File: src/rtl/bus_arbiter.sv
// ============================================================================
// Module  : bus_arbiter
// Brief   : Two-master Wishbone classic round-robin arbiter with fault/timeout err.
// Revision: 1.0 - initial release
// ============================================================================
`default_nettype none

module bus_arbiter #(
    parameter int TIMEOUT = 1024,
    parameter int CNT_W   = 16
) (
    input  logic        clk_i,
    input  logic        rst_n_i,
    input  logic        m0_cyc_i,
    input  logic        m0_stb_i,
    input  logic        m0_we_i,
    input  logic [31:0] m0_adr_i,
    input  logic [31:0] m0_dat_i,
    input  logic [3:0]  m0_sel_i,
    output logic        m0_ack_o,
    output logic        m0_err_o,
    output logic [31:0] m0_dat_o,
    input  logic        m1_cyc_i,
    input  logic        m1_stb_i,
    input  logic        m1_we_i,
    input  logic [31:0] m1_adr_i,
    input  logic [31:0] m1_dat_i,
    input  logic [3:0]  m1_sel_i,
    output logic        m1_ack_o,
    output logic        m1_err_o,
    output logic [31:0] m1_dat_o,
    output logic        s_cyc_o,
    output logic        s_stb_o,
    output logic        s_we_o,
    output logic [31:0] s_adr_o,
    output logic [31:0] s_dat_o,
    output logic [3:0]  s_sel_o,
    input  logic        s_ack_i,
    input  logic [31:0] s_dat_i,
    input  logic        s_fault_i,
    output logic [1:0]  grant_o
);

    // State encoding doubles as the one-hot grant vector.
    localparam logic [1:0] ST_IDLE = 2'b00;
    localparam logic [1:0] ST_OWN0 = 2'b01;
    localparam logic [1:0] ST_OWN1 = 2'b10;

    localparam logic [CNT_W-1:0] C_TC = CNT_W'(TIMEOUT - 1);

    logic [1:0]       state_q, state_d;
    logic             last_served_q, last_served_d;
    logic [CNT_W-1:0] wdog_q, wdog_d;
    logic             w_tc;

    assign grant_o = state_q;
    assign w_tc    = (wdog_q == C_TC);

    always_ff @(posedge clk_i or negedge rst_n_i) begin
        if (!rst_n_i) begin
            state_q       <= ST_IDLE;
            last_served_q <= 1'b1;
            wdog_q        <= '0;
        end else begin
            state_q       <= state_d;
            last_served_q <= last_served_d;
            wdog_q        <= wdog_d;
        end
    end

    always_comb begin
        state_d       = state_q;
        last_served_d = last_served_q;
        case (state_q)
            ST_IDLE: begin
                if (m0_cyc_i && m1_cyc_i) begin
                    state_d = last_served_q ? ST_OWN0 : ST_OWN1;
                end else if (m0_cyc_i) begin
                    state_d = ST_OWN0;
                end else if (m1_cyc_i) begin
                    state_d = ST_OWN1;
                end
            end
            ST_OWN0: begin
                if (!m0_cyc_i) begin
                    state_d       = ST_IDLE;
                    last_served_d = 1'b0;
                end
            end
            ST_OWN1: begin
                if (!m1_cyc_i) begin
                    state_d       = ST_IDLE;
                    last_served_d = 1'b1;
                end
            end
            default: state_d = ST_IDLE;
        endcase
    end

    // Watchdog counts unanswered strobe cycles; terminal count wraps to zero.
    always_comb begin
        wdog_d = '0;
        if (s_stb_o && !s_ack_i && !w_tc && (state_d == state_q)) begin
            wdog_d = wdog_q + 1'b1;
        end
    end

    always_comb begin
        s_cyc_o  = 1'b0;
        s_we_o   = 1'b0;
        s_adr_o  = '0;
        s_dat_o  = '0;
        s_sel_o  = '0;
        m0_dat_o = '0;
        m1_dat_o = '0;
        case (state_q)
            ST_OWN0: begin
                s_cyc_o  = m0_cyc_i;
                s_we_o   = m0_we_i;
                s_adr_o  = m0_adr_i;
                s_dat_o  = m0_dat_i;
                s_sel_o  = m0_sel_i;
                m0_dat_o = s_dat_i;
            end
            ST_OWN1: begin
                s_cyc_o  = m1_cyc_i;
                s_we_o   = m1_we_i;
                s_adr_o  = m1_adr_i;
                s_dat_o  = m1_dat_i;
                s_sel_o  = m1_sel_i;
                m1_dat_o = s_dat_i;
            end
            default: ;
        endcase
    end

    // Kept apart from the address mux: s_fault_i is combinational from s_adr_o.
    always_comb begin
        s_stb_o  = 1'b0;
        m0_ack_o = 1'b0;
        m0_err_o = 1'b0;
        m1_ack_o = 1'b0;
        m1_err_o = 1'b0;
        case (state_q)
            ST_OWN0: begin
                s_stb_o  = m0_cyc_i & m0_stb_i & ~s_fault_i;
                m0_ack_o = m0_cyc_i & m0_stb_i & s_ack_i & ~s_fault_i;
                m0_err_o = m0_cyc_i & m0_stb_i & (s_fault_i | (~s_ack_i & w_tc));
            end
            ST_OWN1: begin
                s_stb_o  = m1_cyc_i & m1_stb_i & ~s_fault_i;
                m1_ack_o = m1_cyc_i & m1_stb_i & s_ack_i & ~s_fault_i;
                m1_err_o = m1_cyc_i & m1_stb_i & (s_fault_i | (~s_ack_i & w_tc));
            end
            default: ;
        endcase
    end

endmodule

`default_nettype wire

File: config.mk
export PLATFORM = sky130hd
export DESIGN_NAME = bus_arbiter
export DESIGN_NICKNAME = d
export VERILOG_FILES = /design/src/rtl/bus_arbiter.sv
export SDC_FILE = /design/constraint.sdc
export NUM_CORES = 1
export LEC_CHECK = 0
export BUFFER_PORTS_ARGS = -buffer_cell sky130_fd_sc_hd__buf_2
export CORE_AREA = 2 2 124 126
export CTS_BUF_LIST = sky130_fd_sc_hd__clkbuf_2
export DETAILED_ROUTE_END_ITERATION = 8
export DIE_AREA = 0 0 126 128
export PLACE_DENSITY = 0.53
export SLEW_MARGIN = 5
export SYNTH_ARGS = -nofsm -noshare
export SYNTH_HDL_FRONTEND = slang
export SYNTH_SLANG_ARGS = --single-unit
File: constraint.sdc
create_clock -name clk_i -period 4.9 [get_ports clk_i]
set_input_delay 0.245 -clock clk_i [delete_from_list [all_inputs] [get_ports clk_i]]
set_output_delay 0.245 -clock clk_i [all_outputs]
set_load 0.02 [all_outputs]
# ---- After elaboration in Yosys (flattened, before gate mapping)
# Cells that the tools add are included.
dict set report op_classes {
  mux 23
  n_addsub 1
  n_shift 0
  n_mul 0
  eq_ne 6
  n_reduce_logical 9
  magnitude_cmp 0
  div 0
  bitwise_logic 14
}
# operator n
set ops {}
lappend ops {{32-bit case mux with 2 select lines} 2}
lappend ops {{32-bit two-way mux} 2}
lappend ops {{16-bit by 1-bit adder with 16-bit output (second input constant)} 1}
lappend ops {{16-bit by 10-bit == test with 1-bit output (second input constant)} 1}
lappend ops {{16-bit two-way mux} 1}
lappend ops {{2-bit two-way mux} 6}
lappend ops {{1-bit AND} 11}
lappend ops {{1-bit case mux with 2 select lines} 4}
lappend ops {{4-bit case mux with 2 select lines} 1}
lappend ops {{1-bit two-way mux} 6}
lappend ops {{2-bit case mux with 3 select lines} 1}
lappend ops {{1-bit logical AND} 4}
lappend ops {{2-bit inequality test (second input constant)} 2}
lappend ops {{3-bit AND reduction} 1}
lappend ops {{2-bit by 1-bit == test with 1-bit output (second input constant)} 1}
lappend ops {{2-bit == test} 1}
lappend ops {{2-bit == test (second input constant)} 1}
lappend ops {{1-bit logical NOT} 2}
lappend ops {{2-bit logical NOT} 1}
lappend ops {{1-bit NOT} 2}
lappend ops {{2-bit nonzero test} 1}
lappend ops {{1-bit bitwise OR} 1}
dict set report word_totals {
  n_memories 0
  latchBits 0
  input_bits 178
  out_inout_bits 141
  ff_bits 19
  ram_bits 0
  mem_bits_ro 0
  wordCells 56
}

# ---- Logic depth before layout (Yosys ltp)
dict set report depth {
  depth_word 7
  ltp_mapped 8
  ltp_nobuf 6
}

# ---- Least setup slack after synthesis
# No wires, ideal clock.
dict set report synth_timing {
  kind {reg2reg}
  startpoint {register state_q[0], in the netlist grant_o[0]}
  endpoint {register wdog_q[10]}
  stages_incl_launch_ff 9
  t_arrival_ns 2.384
  setup_slack_ns 2.435
  setup_time_ns 0.080
  path_buffers 2
  cell_sequence {dfrtp_1 > inv_1 > ha_1 > clkbuf_1 > nand2b_1 > a21oi_1 > o211ai_1 > buf_2 > nor3_2}
}
dict set report synth_via {
  word_cells_on_any_way 15
}
# item line_no
set synth_rtl {}
lappend synth_rtl {{start: declaration} 51} ;# logic [1:0] state_q, state_d;
lappend synth_rtl {{start signal: assignment} 65} ;# state_q <= state_d;
lappend synth_rtl {{2-bit == test / 2-bit by 1-bit == test with 1-bit output (equally long branches)} 144} ;# case (state_q)
lappend synth_rtl {{1-bit case mux with 2 select lines (*)} 144}
lappend synth_rtl {{via s_stb_o} 33} ;# output logic s_stb_o,
lappend synth_rtl {{1-bit logical AND (*) (3 in series)} 103} ;# if (s_stb_o && !s_ack_i && !w_tc && (state_d == state_q)) begin
lappend synth_rtl {{16-bit two-way mux (*)} 103}
lappend synth_rtl {{via wdog_d[10]} 53} ;# logic [CNT_W-1:0] wdog_q, wdog_d;
lappend synth_rtl {{end signal: assignment} 67} ;# wdog_q <= wdog_d;
lappend synth_rtl {{end: declaration} 53}
# The timed path passes the listed nets; every way through them passes the cells marked *.
# A chain may end at the register's enable or synchronous reset.

# ---- Final worst setup path
dict set report layout_timing {
  startpoint {register state_q[0], in the netlist grant_o[0]}
  endpoint {output port s_stb_o}
}
dict set report layout_via {
  elab_chain_cells 2
  word_cells_on_any_way 3
}
# item line_no
set layout_lines {}
lappend layout_lines {{2-bit == test / 2-bit by 1-bit == test with 1-bit output (equally long branches)} 144}
lappend layout_lines {{1-bit case mux with 2 select lines (*)} 144}
lappend layout_lines {{end: declaration} 33}
# Mark *: on every way between the ends. The rest lies on a longest branch, timed or not.

==> summary.md <==
| Metric | Value |
|---|---|
| Hold path startpoint | `m1_cyc_i` |
| Hpwl dp | `10.9 mm` |
| Detail Route Antenna Nets | `0` |
| Setup crit end kind | `output port` |
| Syn Area/Cell | `approximately 7.5 um^2` |
| Vias | `3,706` |
| Die Span X | `126 um` |
| Post-Synthesis Cells | `363` |
| Skew-Pair Late Insertion Delay | `0.33 ns` |
| Synthesis-to-finish area growth | `63.8%` |
| Clock Sinks | `19` |
| CP Launch Type | `flop` |
| Max_cap viols | `0` |
| Fin nets | `838` |
| Leak pwr | `2.31 nW` |
| Number of global-route vias before repair | `3,227` |
| F_max | `0.333 GHz` |
| Post-CTS Resized | `0` |
| Yosys reg bits | `19` |
| Area occupied by multi-input gates | `2110 um^2` |
| Synthesized cell area | `2730 um^2` |
| Asr flop ratio synth | `100%` |
| Yosys top cell by area | `a22oi_1` |
| Hold Vio Cnt, Final | `0` |
| Routed len/inst | `16.1 um` |
| Die Ht | `128 um` |
| Routed wire length | `13.6 mm` |
| Post-layout util | `approximately 30%` |
| Worst Path Buf+Inv | `3` |
| Synth area leaders | `a22oi_1 (19%), dfrtp_1 (16%), nor2b_1 (16%)` |
| Cells along the critical path | `inv_1 > ha_2 > buf_4 > nand3_1 > a21oi_1 > buf_2` |
| Worst VDD drop | `0.291 mV` |
| Slowest CP cell | `ha_2` |
| PwrDens | `440 nW/um^2` |
| Post-synth top cells | `a22oi_1 (71), nor2b_1 (71), and2_1 (64)` |
| First-pass GRT wire length | `19.1 mm` |
| Slew Viols, Final | `0` |
| Router iterations before antenna repair | `5` |
| Setup TNS | `0 ns` |
| Antenna violations before repair | `1` |
| Max-slew headroom | `23.9%` |
| Final period util | `61.3%` |
| Sw Pwr | `~1.1 mW` |
| Fill cells | `1,666` |
| Row count | `45` |
| Postcts setup bufs | `0` |
| Critical R2R Launch | `grant_o[0]$_DFF_PN0_` |
| Vias per inst | `4.40` |
| IO Count | `319` |
| Worst slew pin tran | `1.14 ns` |
| Sw Share | `57.9%` |
| Critical path's top delay family | `buffers and inverters` |
| Register share of total power | `9.7%` |
| Synth cell types | `37` |
| Crit path kind | `reg2out` |
| Combinational share of power | `86.7%` |
| Tmin final | `3.00 ns` |
| Gr ovfl total | `0` |
| Status | `completed` |
| Ratio of cells with drive above 1 in the final layout | `52.2%` |
| Seq. cell area | `around 480 um^2` |
| Synth Flop Type | `dfrtp_1` |
| Net Count, Synth | `547` |
| Clock power share | `3.6%` |
| Slowest stage delay, CP | `0.61 ns` |
| PortBufs | `318` |
| Largest net degree at the start of global routing | `105` |
| Crit. Startpoint | `grant_o[0]$_DFF_PN0_` |
| Die area | `roughly 16,000 um^2` |
| CTS tree | `built` |
| # setup viols final | `0` |
| Root buf cell | `clkbuf_2` |
| Top-area cell type share of the netlist area | `19.5%` |
| Cell count after placement | `around 840` |
| Max Root-Sink Buffers | `2` |
| CTS clk-pin slew, worst paths | `0.21 ns` |
| Starting density of the core | `18.4%` |
| Number of synthesized flops with an enable pin | `0` |
| Total GRT Usage | `14.6%` |
| Drt initial violations | `171` |
| HP Class | `in2reg` |
| Clock skew | `0.0283 ns` |
| WP data required | `4.66 ns` |
| RSZ-0062 raised after global routing | `no` |
| Total CTS buffers | `3` |
| Yosys Warn Count | `0` |
| Final Wtd Congestion | `0.841` |
| Htree depth | `1` |
| Worst Path Max Fanout | `40` |
| Seq/Total Area, Yosys | `17.4%` |
| Post-route insts no fill | `842` |
| DRC viols | `0` |
| Core Region | `14,900 um^2` |
| P_int | `829 uW` |
| WP data arrival | `2.76 ns` |
==> cell families after synthesis <==
group                    count (synthesis)  share of synthesized area, %
AND/OR/NAND/NOR                        201                          46.5
adder cells (fa/ha/maj)                  6                          2.75
flip-flops                              19                          17.4
AO/OA/AOI/OAI                           83                          22.7
buffers and inverters                   40                          6.13
XOR/XNOR                                14                          4.49
==> power groups by stage <==
stage	logic (mW)	clock network [mW]	registers [mW]
finish	1.71	0.0709	0.191
global route	1.85	0.0810	0.195
CTS	1.73	0.0741	0.192
detailed placement	1.73	0	0.194
global placement	1.73	0	0.194
floorplan	1.17	0	0.196
==> final cells by class <==
type                            instances  area share [%]
Sequential cell                        19            10.6
Clock buffer                            3           0.335
Inverter                                5           0.419
Antenna cell                            1          0.0559
Clock inverter                          1           0.112
Timing Repair Buffer                  321            36.1
Tap cell                              188            5.25
Multi-Input combinational cell        304            47.1
==> worst paths after layout <==
kind	slack, ns	depth (start not counted)	endpoint
min reg2reg	0.54	1	last_served_q$_DFFE_PN1P_
max in group asynchronous	4.21	2	wdog_q[14]$_DFF_PN0_
min in group asynchronous	0.35	2	wdog_q[6]$_DFF_PN0_
max	1.90	6	s_stb_o
min	0.30	3	last_served_q$_DFFE_PN1P_
max reg2reg	2.04	8	wdog_q[3]$_DFF_PN0_
==> tightest hold or removal path: cells and delay by family <==
family / cells / cell delay (ns)
AND/OR/NAND/NOR: 1 / 0.07
AO/OA/AOI/OAI: 1 / 0.16
buffers and inverters: 1 / 0.18
==> timing repair <==
item,in CTS,in global routing
hold buffers,1,0
endpoints found under the hold margin,18,0
endpoints found under the setup margin,0,0
==> through the flow <==
step	area [um^2]	hold slack (ns)	total power, mW	setup slack (ns)
2_1_floorplan	2730	-0.0506	1.37	2.44
3_3_place_gp	4440	0.220	1.92	2.25
3_5_place_dp	4440	0.222	1.92	2.17
4_1_cts	4470	0.293	1.99	1.93
5_1_grt	4480	0.294	2.12	1.68
6_report	4480	0.295	1.97	1.90
==> layer usage <==
layer / global-route usage, % / up-vias / share of wire (%) / routed length [um]
met5: 0 / - / 0 / 0
met4: 0.840 / 0 / 0.60 / 81
met3: 2.25 / 4 / 5.4 / 729
met2: 24.3 / 124 / 49 / 6640
met1: 20.9 / 1712 / 45 / 6100
li1: - / 1866 / - / -
==> sequential cells by signal (all words and copies together) (netlist names) <==
name / flops
last_served_q: 1
wdog_q: 16
grant_o: 2
==> cells in the final DEF (no fill, tap or decap), drive strengths merged, types with 2 or more instances in the layout <==
cell type  synthesis  layout
xnor2              8       8
nand3             10      10
nand2b             2       2
nor3b              2       2
nor2b             71      71
buf                2     320
and4               2       2
nand4              7       7
or4                2       2
xor2               6       6
nor3              19      19
clkbuf            33       3
nor2               5       5
ha                 6       6
a21oi              3       3
and2              64      64
inv                5       5
dfrtp             18      18
nor4               4       4
a22oi             71      71
o211ai             3       3
nand2              9       9
No activity file was read; power rests on OpenSTA's default activity.
